$ cat src/rtl/video_timing_pkg.sv
// Shared definitions for the video sync generator.
// Holds the counter width, the 640x480 power-up timing and the timing record
// (active / front porch / sync / polarity per axis) used to describe a raster.
package video_timing_pkg;

    localparam int CW = 12;

    localparam int   DEF_H_ACTIVE = 640;
    localparam int   DEF_H_FP     = 16;
    localparam int   DEF_H_SYNC   = 96;
    localparam int   DEF_V_ACTIVE = 480;
    localparam int   DEF_V_FP     = 10;
    localparam int   DEF_V_SYNC   = 2;
    localparam logic DEF_H_POL    = 1'b0;
    localparam logic DEF_V_POL    = 1'b0;

    typedef struct packed {
        logic [CW-1:0] active;
        logic [CW-1:0] fp;
        logic [CW-1:0] sync;
        logic          pol;
    } axis_timing_t;

    typedef struct packed {
        axis_timing_t h;
        axis_timing_t v;
    } timing_t;

    function automatic timing_t default_timing();
        timing_t t;
        t.h.active = CW'(DEF_H_ACTIVE);
        t.h.fp     = CW'(DEF_H_FP);
        t.h.sync   = CW'(DEF_H_SYNC);
        t.h.pol    = DEF_H_POL;
        t.v.active = CW'(DEF_V_ACTIVE);
        t.v.fp     = CW'(DEF_V_FP);
        t.v.sync   = CW'(DEF_V_SYNC);
        t.v.pol    = DEF_V_POL;
        return t;
    endfunction

endpackage

$ cat src/rtl/video_sync_gen_if.sv
// Configuration handshake bundle for video_sync_gen.
//   cfg_valid / cfg_ready : valid-ready handshake, fields sampled when both high
//   cfg_h_* / cfg_v_*     : active, front porch and sync lengths per axis
//   cfg_h_pol / cfg_v_pol : sync polarity, 1 = active-high
// master = configuration source, slave = the sync generator.
interface video_sync_gen_if #(
    parameter int CW = video_timing_pkg::CW
);
    logic          cfg_valid;
    logic          cfg_ready;
    logic [CW-1:0] cfg_h_active;
    logic [CW-1:0] cfg_h_fp;
    logic [CW-1:0] cfg_h_sync;
    logic [CW-1:0] cfg_v_active;
    logic [CW-1:0] cfg_v_fp;
    logic [CW-1:0] cfg_v_sync;
    logic          cfg_h_pol;
    logic          cfg_v_pol;

    modport master (
        output cfg_valid, cfg_h_active, cfg_h_fp, cfg_h_sync,
               cfg_v_active, cfg_v_fp, cfg_v_sync, cfg_h_pol, cfg_v_pol,
        input  cfg_ready
    );

    modport slave (
        input  cfg_valid, cfg_h_active, cfg_h_fp, cfg_h_sync,
               cfg_v_active, cfg_v_fp, cfg_v_sync, cfg_h_pol, cfg_v_pol,
        output cfg_ready
    );
endinterface

$ cat src/rtl/sync_window_cmp.sv
// Window membership test for one raster axis.
//   count     : current position on the axis
//   start     : first position of the window, one bit wider than count so a
//               start beyond the counter range is representable
//   length    : window length
//   in_window : start <= count < start + length
// The end bound is carried two bits wider than count, so windows that run past
// the counter range simply stop matching instead of wrapping to low counts.
module sync_window_cmp #(
    parameter int CW = video_timing_pkg::CW
) (
    input  logic [CW-1:0] count,
    input  logic [CW:0]   start,
    input  logic [CW-1:0] length,
    output logic          in_window
);

    logic [CW+1:0] count_ext;
    logic [CW+1:0] start_ext;
    logic [CW+1:0] win_end;

    assign count_ext = {2'b00, count};
    assign start_ext = {1'b0, start};
    assign win_end   = start_ext + {2'b00, length};
    assign in_window = (count_ext >= start_ext) && (count_ext < win_end);

endmodule

$ cat src/rtl/video_sync_gen.sv
// Video timing generator driven by an external pixel counter.
//   pixel_clk, rst        : clock and synchronous active-high reset
//   h_count, v_count      : raster position from the upstream counter
//   frame_start           : toggle level, each change marks pixel (0,0)
//   cfg                   : configuration handshake (slave side)
//   hsync, vsync, de      : registered timing outputs
//   pix_x, pix_y          : active-area coordinates, 0 outside the active area
//   sof                   : one-cycle pulse aligned with pixel (0,0)
// Outputs lag the counts by two cycles: compares are registered, then the
// outputs. New configuration waits in a pending register and is promoted to
// the working (shadow) set on a frame edge, so timing never changes mid-frame.
module video_sync_gen
    import video_timing_pkg::*;
#(
    parameter int CW = video_timing_pkg::CW
) (
    input  logic                   pixel_clk,
    input  logic                   rst,
    input  logic [CW-1:0]          h_count,
    input  logic [CW-1:0]          v_count,
    input  logic                   frame_start,
    video_sync_gen_if.slave        cfg,
    output logic                   hsync,
    output logic                   vsync,
    output logic                   de,
    output logic [CW-1:0]          pix_x,
    output logic [CW-1:0]          pix_y,
    output logic                   sof
);

    typedef struct packed {
        logic [CW-1:0] active;
        logic [CW-1:0] fp;
        logic [CW-1:0] sync;
        logic          pol;
    } axis_cfg_t;

    typedef struct packed {
        axis_cfg_t h;
        axis_cfg_t v;
    } cfg_t;

    cfg_t cfg_def;
    cfg_t cfg_in;
    cfg_t shadow_q;
    cfg_t pending_q;
    cfg_t cfg_eff;

    logic fs_d;
    logic frame_edge;
    logic ready_q;
    logic apply_pending;

    logic [CW:0] h_sync_start;
    logic [CW:0] v_sync_start;
    logic        h_in_sync;
    logic        v_in_sync;

    logic          s1_h_act;
    logic          s1_v_act;
    logic          s1_h_sync;
    logic          s1_v_sync;
    logic          s1_h_pol;
    logic          s1_v_pol;
    logic          s1_edge;
    logic [CW-1:0] s1_h;
    logic [CW-1:0] s1_v;

    assign cfg_def = '{
        h: '{active: CW'(DEF_H_ACTIVE), fp: CW'(DEF_H_FP), sync: CW'(DEF_H_SYNC), pol: DEF_H_POL},
        v: '{active: CW'(DEF_V_ACTIVE), fp: CW'(DEF_V_FP), sync: CW'(DEF_V_SYNC), pol: DEF_V_POL}
    };

    assign cfg_in = '{
        h: '{active: cfg.cfg_h_active, fp: cfg.cfg_h_fp, sync: cfg.cfg_h_sync, pol: cfg.cfg_h_pol},
        v: '{active: cfg.cfg_v_active, fp: cfg.cfg_v_fp, sync: cfg.cfg_v_sync, pol: cfg.cfg_v_pol}
    };

    assign frame_edge    = frame_start ^ fs_d;
    // cfg_ready low means pending holds fields waiting for the next frame edge.
    assign apply_pending = frame_edge && !ready_q;
    // The edge cycle carries pixel (0,0) of the new frame, so it already sees
    // the value the shadow is about to take.
    assign cfg_eff       = apply_pending ? pending_q : shadow_q;
    assign cfg.cfg_ready = ready_q;

    // An edge with a full pending register wins; a handshake can only be
    // accepted while ready, i.e. when there is nothing to promote, so a
    // handshake on an edge cycle is simply held for the following edge.
    always_ff @(posedge pixel_clk) begin
        if (rst) begin
            shadow_q  <= cfg_def;
            pending_q <= cfg_def;
            ready_q   <= 1'b1;
            fs_d      <= 1'b0;
        end else begin
            fs_d <= frame_start;
            if (apply_pending) begin
                shadow_q <= pending_q;
                ready_q  <= 1'b1;
            end else if (ready_q && cfg.cfg_valid) begin
                pending_q <= cfg_in;
                ready_q   <= 1'b0;
            end
        end
    end

    assign h_sync_start = {1'b0, cfg_eff.h.active} + {1'b0, cfg_eff.h.fp};
    assign v_sync_start = {1'b0, cfg_eff.v.active} + {1'b0, cfg_eff.v.fp};

    sync_window_cmp #(.CW(CW)) u_h_win (
        .count     (h_count),
        .start     (h_sync_start),
        .length    (cfg_eff.h.sync),
        .in_window (h_in_sync)
    );

    sync_window_cmp #(.CW(CW)) u_v_win (
        .count     (v_count),
        .start     (v_sync_start),
        .length    (cfg_eff.v.sync),
        .in_window (v_in_sync)
    );

    // Stage 1: compare results, with the polarity that belongs to them.
    always_ff @(posedge pixel_clk) begin
        if (rst) begin
            s1_h_act  <= 1'b0;
            s1_v_act  <= 1'b0;
            s1_h_sync <= 1'b0;
            s1_v_sync <= 1'b0;
            s1_h_pol  <= 1'b0;
            s1_v_pol  <= 1'b0;
            s1_edge   <= 1'b0;
            s1_h      <= '0;
            s1_v      <= '0;
        end else begin
            s1_h_act  <= h_count < cfg_eff.h.active;
            s1_v_act  <= v_count < cfg_eff.v.active;
            s1_h_sync <= h_in_sync;
            s1_v_sync <= v_in_sync;
            s1_h_pol  <= cfg_eff.h.pol;
            s1_v_pol  <= cfg_eff.v.pol;
            s1_edge   <= frame_edge;
            s1_h      <= h_count;
            s1_v      <= v_count;
        end
    end

    // Stage 2: output registers.
    always_ff @(posedge pixel_clk) begin
        if (rst) begin
            de    <= 1'b0;
            hsync <= 1'b1;
            vsync <= 1'b1;
            pix_x <= '0;
            pix_y <= '0;
            sof   <= 1'b0;
        end else begin
            de    <= s1_h_act && s1_v_act;
            hsync <= s1_h_sync ? s1_h_pol : ~s1_h_pol;
            vsync <= s1_v_sync ? s1_v_pol : ~s1_v_pol;
            pix_x <= (s1_h_act && s1_v_act) ? s1_h : '0;
            pix_y <= (s1_h_act && s1_v_act) ? s1_v : '0;
            sof   <= s1_edge;
        end
    end

endmodule

$ cat src/flat_wrapper.sv
// flat-port wrapper written by rule: the top's interface ports become plain ports
module video_sync_gen_flat import video_timing_pkg::*;
#(
    parameter int CW = video_timing_pkg::CW
)
  (pixel_clk, rst, h_count, v_count, frame_start, hsync, vsync, de, pix_x, pix_y, sof, cfg_cfg_valid, cfg_cfg_h_active, cfg_cfg_h_fp, cfg_cfg_h_sync, cfg_cfg_v_active, cfg_cfg_v_fp, cfg_cfg_v_sync, cfg_cfg_h_pol, cfg_cfg_v_pol, cfg_cfg_ready);
  video_sync_gen_if #(.CW(CW)) cfg_i ();
  input  logic pixel_clk;
  input  logic rst;
  input  logic [CW-1:0] h_count;
  input  logic [CW-1:0] v_count;
  input  logic frame_start;
  output logic hsync;
  output logic vsync;
  output logic de;
  output logic [CW-1:0] pix_x;
  output logic [CW-1:0] pix_y;
  output logic sof;
  input wire logic [$bits(cfg_i.cfg_valid)-1:0] cfg_cfg_valid;
  input wire logic [$bits(cfg_i.cfg_h_active)-1:0] cfg_cfg_h_active;
  input wire logic [$bits(cfg_i.cfg_h_fp)-1:0] cfg_cfg_h_fp;
  input wire logic [$bits(cfg_i.cfg_h_sync)-1:0] cfg_cfg_h_sync;
  input wire logic [$bits(cfg_i.cfg_v_active)-1:0] cfg_cfg_v_active;
  input wire logic [$bits(cfg_i.cfg_v_fp)-1:0] cfg_cfg_v_fp;
  input wire logic [$bits(cfg_i.cfg_v_sync)-1:0] cfg_cfg_v_sync;
  input wire logic [$bits(cfg_i.cfg_h_pol)-1:0] cfg_cfg_h_pol;
  input wire logic [$bits(cfg_i.cfg_v_pol)-1:0] cfg_cfg_v_pol;
  output wire logic [$bits(cfg_i.cfg_ready)-1:0] cfg_cfg_ready;
  assign cfg_i.cfg_valid = cfg_cfg_valid;
  assign cfg_i.cfg_h_active = cfg_cfg_h_active;
  assign cfg_i.cfg_h_fp = cfg_cfg_h_fp;
  assign cfg_i.cfg_h_sync = cfg_cfg_h_sync;
  assign cfg_i.cfg_v_active = cfg_cfg_v_active;
  assign cfg_i.cfg_v_fp = cfg_cfg_v_fp;
  assign cfg_i.cfg_v_sync = cfg_cfg_v_sync;
  assign cfg_i.cfg_h_pol = cfg_cfg_h_pol;
  assign cfg_i.cfg_v_pol = cfg_cfg_v_pol;
  assign cfg_cfg_ready = cfg_i.cfg_ready;
  video_sync_gen #(.CW(CW)) u_core (.pixel_clk(pixel_clk), .rst(rst), .h_count(h_count), .v_count(v_count), .frame_start(frame_start), .cfg(cfg_i), .hsync(hsync), .vsync(vsync), .de(de), .pix_x(pix_x), .pix_y(pix_y), .sof(sof));
endmodule
$ cat config.mk
export PLATFORM = sky130hd
export DESIGN_NAME = video_sync_gen_flat
export DESIGN_NICKNAME = d
export VERILOG_FILES = /design/src/rtl/video_timing_pkg.sv /design/src/rtl/video_sync_gen_if.sv /design/src/rtl/sync_window_cmp.sv /design/src/rtl/video_sync_gen.sv /design/src/flat_wrapper.sv
export SDC_FILE = /design/constraint.sdc
export NUM_CORES = 1
export LEC_CHECK = 0
export CELL_PAD_IN_SITES_DETAIL_PLACEMENT = 0
export CELL_PAD_IN_SITES_GLOBAL_PLACEMENT = 1
export CORE_MARGIN = 10
export CORE_UTILIZATION = 30
export CTS_CLUSTER_SIZE = 40
export DETAILED_ROUTE_END_ITERATION = 8
export GPL_TIMING_DRIVEN = 0
export PLACE_DENSITY = 0.6
export SLEW_MARGIN = 20
export SYNTH_ARGS = -nofsm -noshare
export SYNTH_HDL_FRONTEND = slang
export SYNTH_SLANG_ARGS = --single-unit
$ cat constraint.sdc
create_clock -name pixel_clk -period 15.3 [get_ports pixel_clk]
set_input_delay 3.06 -clock pixel_clk [delete_from_list [all_inputs] [get_ports pixel_clk]]
set_output_delay 3.06 -clock pixel_clk [all_outputs]
set_load 0.005 [all_outputs]
### Word level (Yosys, flattened, before mapping)

Cells that the tools add are included.
Widths: inputs -> output; s select.

| storage, ports and cells | value |
|---|---|
| logic and storage cells | 58 |
| register bits after elaboration | 207 |
| input bits | 102 |
| output and inout bits | 29 |

| cells by class | value |
|---|---|
| mux-type cells | 3 |
| reductions and logical operators | 9 |
| bitwise gates (word level) | 5 |
| $add $sub $neg | 4 |
| $lt $le $gt $ge | 6 |

Operator list:

| operator | number |
|---|---|
| $mux 74 | 1 |
| $add 13x12->14 | 2 |
| $lt 12x14->1 | 2 |
| $add 12x12->13 | 2 |
| $ge 12x13->1 | 2 |
| $lt 12x12->1 | 2 |
| $logic_and 1x1->1 | 5 |
| $not 1->1 | 4 |
| $reduce_or 2->1 | 2 |
| $mux 1 | 2 |
| $reduce_and 2->1 | 1 |
| $logic_not 1->1 | 1 |
| $xor 1x1->1 | 1 |

### Longest topological paths before layout

| depth | value |
|---|---|
| depth after elaboration | 7 |
| depth in mapped cells | 28 |
| gate-level depth less buffers | 27 |

### Cells and area by module

From an unflattened synthesis, not the netlist that was laid out.

| unflattened totals | value |
|---|---|
| cells, all modules | 1373 |
| area total of the unflattened synthesis | 11151.9 µm² |

By module, submodules not included:

| module | cells each | times used | area each (µm²) |
|---|---|---|---|
| video_sync_gen | 1108 | 1 | 9081.2 |
| sync_window_cmp (u_core.u_h_win) | 136 | 1 | 1067.3 |
| sync_window_cmp (u_core.u_v_win) | 129 | 1 | 1003.5 |

### Worst setup path before layout

OpenSTA, ideal clock, no wires.

| path | value |
|---|---|
| path kind | input-to-reg |
| from | in frame_start |
| to | reg u_core.s1_h_sync |
| library setup time | 0.059 ns |
| arrival time | 8.129 ns |
| buffers on the path | 3 |
| setup slack | 7.112 ns |
| data required time | 15.241 ns |
| cell stages on the path | 27 |
| cells stage by stage | xnor2_2 -> nor2_4 -> buf_2 -> buf_2 -> buf_4 -> mux2i_1 -> inv_1 -> ha_1 -> nor2b_1 -> o21ai_0 -> nand2b_1 -> a21o_1 -> a41o_1 -> or2_1 -> xor2_1 -> ha_1 -> a21oi_1 -> o22ai_1 -> a211o_1 -> a21oi_1 -> xor2_1 -> ha_1 -> a211o_1 -> a211oi_1 -> a31oi_1 -> o21ai_0 -> o211a_1 |

RTL lines:

| element | RTL line | RTL |
|---|---|---|
| start, declared | flat_wrapper.sv:12 | `input logic frame_start;` |
| end signal, assigned | video_sync_gen.sv:140 | `s1_h_sync <= h_in_sync;` |
| end, declared | video_sync_gen.sv:61 | `logic s1_h_sync;` |

==> impl_results.md <==
* Prevailing post-synth register cell: dfxtp_1
* Clk sink count at slightly above 200
* Synth top area cells: dfxtp_1 (40%), ha_1 (14%), nand2_1 (6.2%)
* Synthesized area at 0.01048 mm²
* Number of synthesized flops with an enable pin at 0
* RSZ-0062 raised after global routing: false
* # setup viols final at 0
* GRT Total Usage at between 10% and 20%
* Via density at about 4.6
* Gp weighted congestion at between 0.8 and 0.9
* Multi-input logic area at roughly 0.0059 mm²
* Die H at 206.9 µm
* CTS buffer count at 25
* Detail Route Antenna Nets at 0
* Avg Synthesized Cell Area at 9.128 µm²
* Register area share after synthesis at approximately 40%
* Unique masters post-synth at 58
* CTS root buf: clkbuf_16
* Final #Nets at between 1500 and 2000
* CP required at 15.75 ns
* #FFs+latches synth at around 210
* Area Overhead vs Synth at 25.22%
* # diodes at 0
* Internal power at roughly 1 mW
* GRT overflow at 0
* Mapped Nets at roughly 1400
* Slew HR at 32.15%
* Initial core utilization at between 30% and 40%
* Fraction of layout cells with a size suffix above 1 at 3.707%
* DRT Wirelength at 31.51 mm
* Clock power share at between 40% and 50%
* Largest net degree at the start of global routing at 13
* First-pass GRT wire length at a little under 50 mm
* Clk buf depth at 3
* Post CTS Setup Buffer Count at 0
* FILL cells at about 3600
* Maximum VDD drop at slightly below 0.00007 V
* Peak Freq at 108.2 MHz
* TritonCTS clock tree: done
* Min-Delay Path Class: register to register
* Clk Latency, worst-skew pair at roughly 0.5 ns
* Clk_skew at about 0.0090 ns
* Utilization after layout at around 38%
* Outcome: complete, no violations
* CP endpoint kind: register
* IO buf count at 130
* Via count at between 8000 and 9000
* Die X at a little over 200 µm
* Critical Path Fanout Max at 10
* Max-Cap Viols at 0
* Most common cell in the netlist: dfxtp_1
* Clock transition at path regs at about 0.060 ns
* Sw frac at approximately a quarter
* Slew Viols, Final at 0
* Period minus WS final at 9.243 ns
* Worst hold margin at around 0.41 ns
* Cells after synthesis at ~1100
* Core Region at about 0.035 mm²
* Rows at between 60 and 70
* Post-synth top area cell: dfxtp_1
* Register area at around 0.0041 mm²
* Sequential power share at about 42%
* Final hold violations at 0
* Post-route clock period utilization at 60.41%
* Post-cts hold buffer count at 0
* Lkg Pwr at 5.722 nW
* Die ar. at 0.04281 mm²
* DR DRC count at 0
* PostCTS Resize Cnt at 0
* Post-DP HPWL at roughly 25 mm
* Top cells by count, synth: dfxtp_1 (207), nand2_1 (173), ha_1 (118), a21oi_1 (105), nor2b_1 (75)
* H-tree depth at 1
* Comb power frac at between 10% and 20%
* Vias in the first global route at about 8500
* Worst EP arrival at around 9.7 ns
* Mean routed wirelength per cell at 17.73 µm
* Synth top area share at 39.55%
* Setup TNS Final at 0 ns
* Crit start category: input port
* Synth Warn # at 0
* DRT Pass-1 Iters at 4
* Initial drt markers at 285
* Slew @ Worst Pin at 1.018 ns
* PwrDens at between 100 and 150 mW/mm²
* P_sw at 0.3620 mW
* Crit path kind: input port to register
* Initial antenna violation count at 1
* Ports at 131
* Async set or reset register ratio after synthesis at 0%
* Tot Pwr at 1.360 mW
==> worst max-delay path, stage by stage <==
cell	delay, ns
clkdlybuf4s50_1	0.45
xnor2_2	0.24
nor2_4	0.27
buf_2	0.32
buf_2	0.37
buf_4	0.32
mux2i_1	0.51
inv_1	0.09
ha_1	0.30
a21o_1	0.20
a31oi_1	0.19
nor4b_1	0.10
or4_1	0.50
nand2_1	0.09
xnor2_1	0.16
ha_1	0.28
clkbuf_1	0.18
nand2_1	0.11
o22ai_1	0.07
a211o_1	0.26
a21oi_1	0.17
xor2_1	0.17
ha_1	0.26
a211o_1	0.32
a211oi_1	0.21
a31oi_1	0.14
o21ai_0	0.12
o211a_1	0.22
==> registers in the layout (all words and copies together) (netlist names) <==
signal and cells:
u_core.pending_q 74, u_core.shadow_q 72, u_core.pix_x 12, u_core.pix_y 12
u_core.s1_h 12, u_core.s1_v 12, u_core.cfg.cfg_ready 1, u_core.de 1
u_core.fs_d 1, u_core.hsync 1, u_core.s1_edge 1, u_core.s1_h_act 1
u_core.s1_h_pol 1, u_core.s1_h_sync 1, u_core.s1_v_act 1, u_core.s1_v_pol 1
u_core.s1_v_sync 1, u_core.sof 1, u_core.vsync 1
==> kinds of logic (layout without fill, tap and decap cells) <==
| logic type | after synthesis | in the layout | share of synthesized area, % |
|---|---|---|---|
| mux | 76 | 76 | 7.773 |
| buf+inv | 106 | 280 | 3.940 |
| compound gates | 197 | 197 | 11.44 |
| fa+ha+maj | 123 | 123 | 14.95 |
| flops | 207 | 207 | 39.55 |
| xor+xnor | 50 | 50 | 4.251 |
| simple gates | 389 | 389 | 18.10 |
==> worst paths after layout <==
check / startpoint / endpoint / slack [ns] / cells after the start
max: frame_start / u_core.s1_h_sync$_SDFF_PP0_ / 6.06 / 28
min: u_core.s1_v[3]$_SDFF_PP0_ / u_core.pix_y[3]$_SDFF_PP0_ / 0.41 / 1
max reg2reg: u_core.fs_d$_SDFF_PP0_ / u_core.s1_h_sync$_SDFF_PP0_ / 8.76 / 27
min reg2reg: u_core.s1_v[3]$_SDFF_PP0_ / u_core.pix_y[3]$_SDFF_PP0_ / 0.41 / 1
==> routing by layer <==
metal	routed length (µm)	track usage, %
met1	14200	18.64
met5	13	0
met4	592	3.079
met2	15360	26.39
met3	1343	2.653
==> layout by cell type (no fill, tap or decap), drive strengths merged, types with 26 or more instances in the layout <==
cell type	n
inv	59
o21ai	26
mux2	43
nand2	173
nor2b	75
ha	118
a21oi	106
and2	27
dfxtp	207
xor2	29
clkbuf	74
clkdlybuf4s50	130
nor2	49
mux2i	33
==> power by group through the flow <==
stage,combinational (mW),sequential (mW),clock (mW)
detailed placement,0.234,0.584,0
CTS,0.236,0.573,0.576
global placement,0.232,0.584,0
finish,0.231,0.573,0.557
floorplan,0.147,0.580,0
global route,0.264,0.575,0.602
==> cell type report <==
class | count | area share, %
Tap cell | 455 | 4.339
Sequential cell | 207 | 31.58
Clock inverter | 7 | 0.5435
Buffer | 47 | 1.459
Clock buffer | 37 | 5.340
Timing Repair Buffer | 130 | 9.917
Inverter | 59 | 1.688
Multi-Input combinational cell | 835 | 45.13
==> per-stage QoR <==
stage | instance area [µm²] | instances | setup WS (ns)
2_1_floorplan | 10480 | 1148 | 7.112
3_3_place_gp | 12350 | 1733 | 5.452
3_5_place_dp | 12350 | 1733 | 5.455
4_1_cts | 13120 | 1777 | 5.982
5_1_grt | 13120 | 1777 | 5.498
6_report | 13120 | 1777 | 6.057
No activity file was read; power rests on OpenSTA's default activity.
